**config.mk**
```make
export PLATFORM = sky130hd
export DESIGN_NAME = fpnew_opgroup_out_fifo
export DESIGN_NICKNAME = d
export VERILOG_FILES = /design/src/rtl/fpnew_pkg.sv /design/src/rtl/fpnew_opgroup_out_fifo.sv
export SDC_FILE = /design/constraint.sdc
export NUM_CORES = 1
export LEC_CHECK = 0
export BUFFER_PORTS_ARGS = -buffer_cell sky130_fd_sc_hd__buf_2
export CORE_UTILIZATION = 57
export DETAILED_ROUTE_END_ITERATION = 12
export PLACE_DENSITY = 0.76
export SLEW_MARGIN = 20
export SYNTH_ARGS = -nofsm -noshare
export SYNTH_HDL_FRONTEND = slang
export SYNTH_SLANG_ARGS = --single-unit
```
**constraint.sdc**
```tcl
create_clock -name clk_i -period 3 [get_ports clk_i]
set_clock_uncertainty 0.15 [all_clocks]
set_input_delay 0.45 -clock clk_i [delete_from_list [all_inputs] [get_ports clk_i]]
set_output_delay 0.45 -clock clk_i [all_outputs]
set_load 0.01 [all_outputs]
```
**src/rtl/fpnew_pkg.sv**
```systemverilog
// Shared FPnew types used by the opgroup result path.
// Only the exception-flag bundle is needed by the output FIFO.
package fpnew_pkg;

  typedef struct packed {
    logic NV;
    logic DZ;
    logic OF;
    logic UF;
    logic NX;
  } status_t;

endpackage

```
**src/rtl/fpnew_opgroup_out_fifo.sv**
```systemverilog
// Result FIFO behind an opgroup block; decouples arbiter back-pressure.
// Optional sticky flag accumulator: define FPNEW_OUT_FIFO_FFLAGS_EN.
module fpnew_opgroup_out_fifo
  import fpnew_pkg::*;
#(
  parameter int unsigned Width   = 32,
  parameter int unsigned Depth   = 4,
  parameter type         TagType = logic
) (
  input  logic                       clk_i,
  input  logic                       rst_i,
  input  logic                       in_valid_i,
  output logic                       in_ready_o,
  input  logic [Width-1:0]           result_i,
  input  status_t                    status_i,
  input  logic                       extension_bit_i,
  input  TagType                     tag_i,
  input  logic                       flush_i,
  output logic                       out_valid_o,
  input  logic                       out_ready_i,
  output logic [Width-1:0]           result_o,
  output status_t                    status_o,
  output logic                       extension_bit_o,
  output TagType                     tag_o,
`ifdef FPNEW_OUT_FIFO_FFLAGS_EN
  output status_t                    fflags_o,
  input  logic                       fflags_clr_i,
`endif
  output logic [$clog2(Depth+1)-1:0] usage_o,
  output logic                       busy_o
);

  localparam int unsigned AW = (Depth > 1) ? $clog2(Depth) : 1;
  localparam int unsigned CW = $clog2(Depth + 1);

  typedef struct packed {
    logic [Width-1:0] result;
    status_t          status;
    logic             ext_bit;
    TagType           tag;
  } entry_t;

  function automatic logic [AW-1:0] ptr_inc(
    input logic [AW-1:0] p
  );
    return (p == AW'(Depth - 1)) ? '0 : p + 1'b1;
  endfunction

  entry_t          mem_q [Depth];
  logic [AW-1:0]   rd_ptr_q;
  logic [AW-1:0]   wr_ptr_q;
  logic [CW-1:0]   count_q;
  entry_t          wr_entry;
  entry_t          head;
  logic            push;
  logic            pop;

  assign in_ready_o  = (count_q != CW'(Depth));
  assign out_valid_o = (count_q != '0);

  // A flush cancels whatever handshake happens in the same cycle.
  assign push = in_valid_i & in_ready_o & ~flush_i;
  assign pop  = out_valid_o & out_ready_i & ~flush_i;

  assign wr_entry = '{
    result:  result_i,
    status:  status_i,
    ext_bit: extension_bit_i,
    tag:     tag_i
  };

  assign head = out_valid_o ? mem_q[rd_ptr_q] : '0;

  assign result_o        = head.result;
  assign status_o        = head.status;
  assign extension_bit_o = head.ext_bit;
  assign tag_o           = head.tag;
  assign usage_o         = count_q;
  assign busy_o          = (count_q != '0);

  always_ff @(posedge clk_i) begin
    if (push) begin
      mem_q[wr_ptr_q] <= wr_entry;
    end
  end

  always_ff @(posedge clk_i) begin
    if (rst_i) begin
      rd_ptr_q <= '0;
      wr_ptr_q <= '0;
      count_q  <= '0;
    end else if (flush_i) begin
      rd_ptr_q <= '0;
      wr_ptr_q <= '0;
      count_q  <= '0;
    end else begin
      if (push) begin
        wr_ptr_q <= ptr_inc(wr_ptr_q);
      end
      if (pop) begin
        rd_ptr_q <= ptr_inc(rd_ptr_q);
      end
      if (push && !pop) begin
        count_q <= count_q + 1'b1;
      end else if (pop && !push) begin
        count_q <= count_q - 1'b1;
      end
    end
  end

`ifdef FPNEW_OUT_FIFO_FFLAGS_EN
  logic [4:0] fflags_q;

  // Clear wins over the old value but not over a flag popped this cycle.
  always_ff @(posedge clk_i) begin
    if (rst_i) begin
      fflags_q <= '0;
    end else if (fflags_clr_i) begin
      fflags_q <= pop ? status_o : '0;
    end else if (pop) begin
      fflags_q <= fflags_q | status_o;
    end
  end

  assign fflags_o = fflags_q;
`endif

endmodule

```
==> results.json <==
{
  "final_min_period_over_clock_period": 0.917,
  "gp_congestion": 0.723,
  "grt_pass1_wl_um": 17300,
  "path_clk_slew_ps": 60,
  "edff_count_synth": 156,
  "grt_start_max_net_pins": 41,
  "power_density_mw_per_mm2": 618,
  "yosysMostFrequentCell": "sky130_fd_sc_hd__edfxtp_1",
  "h-tree-depth": 4,
  "synth_area_per_inst_sq_um": 21.3,
  "antenna-diode-count": 0,
  "sinks_on_clock_net": 165,
  "crit_arrival_ps": 2150,
  "worstSetupPathType": "flip-flop to output pin",
  "detail_route.iter0.violations": 176,
  "design.portCount": 89,
  "leakage_nw": 2.80,
  "hold_viol": 0,
  "synthesis.area_sq_mm": 0.00638,
  "fmaxAchievable_mhz": 364,
  "outcome": "finished clean",
  "cts_repair_resize_count": 0,
  "port-buffer-count": 88,
  "timing.final.setup_violations": 0,
  "clk_root_buffer_cell": "sky130_fd_sc_hd__clkbuf_8",
  "grt_util_all_layers": 0.212,
  "synth_top_area_share": 0.734,
  "drt_wl_total_um": 11100,
  "start_kind": "flip-flop",
  "ys.warnings.count": 0,
  "clk_latency_ps": 520,
  "period_minus_slack_ps": 2750,
  "grt_pass1_vias": 3385,
  "crit_path_max_fanout": 11,
  "ys_ff_latch": 165,
  "antenna_found_initial": 0,
  "fin_setup_tns_ps": 0,
  "globalRouteOverflowTotal": 0,
  "synth_common_cells": "156 x sky130_fd_sc_hd__edfxtp_1, 40 x sky130_fd_sc_hd__nor2b_1, 39 x sky130_fd_sc_hd__mux4_2",
  "hpwl_um": 6320,
  "dieArea_sq_mm": 0.0116,
  "endpoint_kind": "output pin",
  "synth_async_sr_flop_share": 0,
  "total_number_of_vias": 3260,
  "clk_buf_depth": 2,
  "finalMaxSlewViolations": 0,
  "relSlewSlack": 0.632,
  "worst_hold_path_class": "input pin to flip-flop",
  "core_sq_mm": 0.0109,
  "floorplan.die.width_um": 108,
  "postSynth.topFlopCell": "sky130_fd_sc_hd__edfxtp_1",
  "timing_worst_slew_pin_value_ps": 552,
  "initial_utilization": 0.586,
  "multi_input_comb_area_sq_mm": 0.00143,
  "fillCellCount": 664,
  "req_time_crit_path_ps": 2400,
  "netlist_instances": 300,
  "cts_made_buffers": 17,
  "synthesis.nets": 351,
  "nets": 490,
  "routed_len_inst_um": 18.8,
  "rsz0062_at_grt": "false",
  "synth_sequential_area_ratio": 0.762,
  "synth.area.top_cells": "sky130_fd_sc_hd__edfxtp_1 73%, sky130_fd_sc_hd__mux4_2 14%, sky130_fd_sc_hd__nor2b_1 3.9%, sky130_fd_sc_hd__dfxtp_1 2.8%, sky130_fd_sc_hd__ha_1 1.2%",
  "post_route_drc": 0,
  "cell_accounting_for_the_most_synthesized_area": "sky130_fd_sc_hd__edfxtp_1",
  "cts_tree": "built",
  "ant_nets": 0,
  "max-cap-violations": 0,
  "register_area_sq_mm": 0.00487,
  "vias_per_cell": 5.51,
  "final_util": 0.737,
  "row_count": 38,
  "die_h_um": 108,
  "flow.area_growth_from_synthesis_pct": 25.7,
  "drt-pass1-iter-count": 4,
  "ys_types": 27,
  "drive_above_1_share": 0.387,
  "final_power_w": 0.00496,
  "irDropWorstVdd_mv": 0.431
}
cell usage in the layout (no fill, tap or decap), types with 2 or more instances in the layout:
master,n
sky130_fd_sc_hd__a21oi_1,2
sky130_fd_sc_hd__and3_2,4
sky130_fd_sc_hd__buf_12,6
sky130_fd_sc_hd__buf_2,88
sky130_fd_sc_hd__buf_4,2
sky130_fd_sc_hd__bufinv_16,2
sky130_fd_sc_hd__clkbuf_16,16
sky130_fd_sc_hd__clkinv_4,4
sky130_fd_sc_hd__clkinvlp_4,3
sky130_fd_sc_hd__dfxtp_1,7
sky130_fd_sc_hd__dlygate4sd3_1,39
sky130_fd_sc_hd__edfxtp_1,156
sky130_fd_sc_hd__ha_1,6
sky130_fd_sc_hd__inv_1,4
sky130_fd_sc_hd__inv_6,3
sky130_fd_sc_hd__mux4_2,39
sky130_fd_sc_hd__nand2_1,2
sky130_fd_sc_hd__nand4_1,2
sky130_fd_sc_hd__nor2_1,4
sky130_fd_sc_hd__nor2b_1,40
sky130_fd_sc_hd__o21ai_0,2
sky130_fd_sc_hd__o31ai_2,2
sky130_fd_sc_hd__or2_1,2
sky130_fd_sc_hd__or3_1,2
sky130_fd_sc_hd__xor2_1,2
per-stage QoR:
step                      std cells  setup slack, ps  hold WS (ps)  instance area, sq um
after global placement          521              521           324                  7060
after floorplan                 300              668           313                  6380
after global routing            592              124           151                  8020
final                           592              249           135                  8020
after CTS                       592              189           111                  8020
after detailed placement        521              402           341                  7060
per-layer routing:
layer / GRT usage / up-vias / wire (um)
met1: 0.266 / 1658 / 4670
met2: 0.351 / 107 / 5820
li1: - / 1490 / -
met5: 0 / - / 0
met3: 0.0581 / 5 / 557
met4: 0.0841 / 0 / 93
layout make-up:
class,instances,area share
clock buffers,18,0.0521
clock inverters,14,0.0190
inverters,4,0.00187
multi-input cells,116,0.178
flip-flops and latches,165,0.607
well taps,140,0.0218
repair buffers,135,0.120
sequential cells by signal, summed over array words and instances, names as in the netlist, named ones only:
signal	flops
mem_q	156
rd_ptr_q	2
usage_o	3
wr_ptr_q	2
cells by family (layout without fill, tap and decap cells):
kind of cell | after synthesis | after routing | synth area share
xor gates and xnor gates | 2 | 2 | 0.00275
and+or+nand+nor | 60 | 60 | 0.0568
muxes | 40 | 40 | 0.139
buffers and inverters | 19 | 171 | 0.0159
adders and majority gates | 7 | 7 | 0.0149
AOI/OAI and AO/OA | 7 | 7 | 0.00823
DFF | 165 | 165 | 0.762
final timing paths:
check / startpoint / to / slack [ps] / cells past startpoint
hold / removal: rst_i / flip-flop / 130 / 4
setup / recovery: flip-flop / result_o[1] / 250 / 4
hold reg to reg: rd_ptr_q[0]$_SDFFE_PP0P_ / flip-flop / 350 / 2
setup reg to reg: usage_o[1]$_SDFFE_PP0P_ / usage_o[2]$_SDFFE_PP0P_ / 460 / 8
power by group:
group	switching, W	internal, W	leakage, nW
registers	0.0000143	0.00256	1.49
logic	0.000164	0.000163	1.04
clock network	0.000867	0.00119	0.270
total	0.00105	0.00391	2.80
critical path, stage by stage (launching register included):
cell and delay [ps]:
sky130_fd_sc_hd__dfxtp_4 460, sky130_fd_sc_hd__buf_4 290, sky130_fd_sc_hd__mux4_2 530, sky130_fd_sc_hd__nor2b_1 180
sky130_fd_sc_hd__buf_2 170
repair_timing:
action	in CTS	in global routing
buffers inserted	0	0
hold buffers	39	0
endpoints found under the setup margin	0	0
endpoints found under the hold margin	156	0
(Power assumes the default switching activity.)
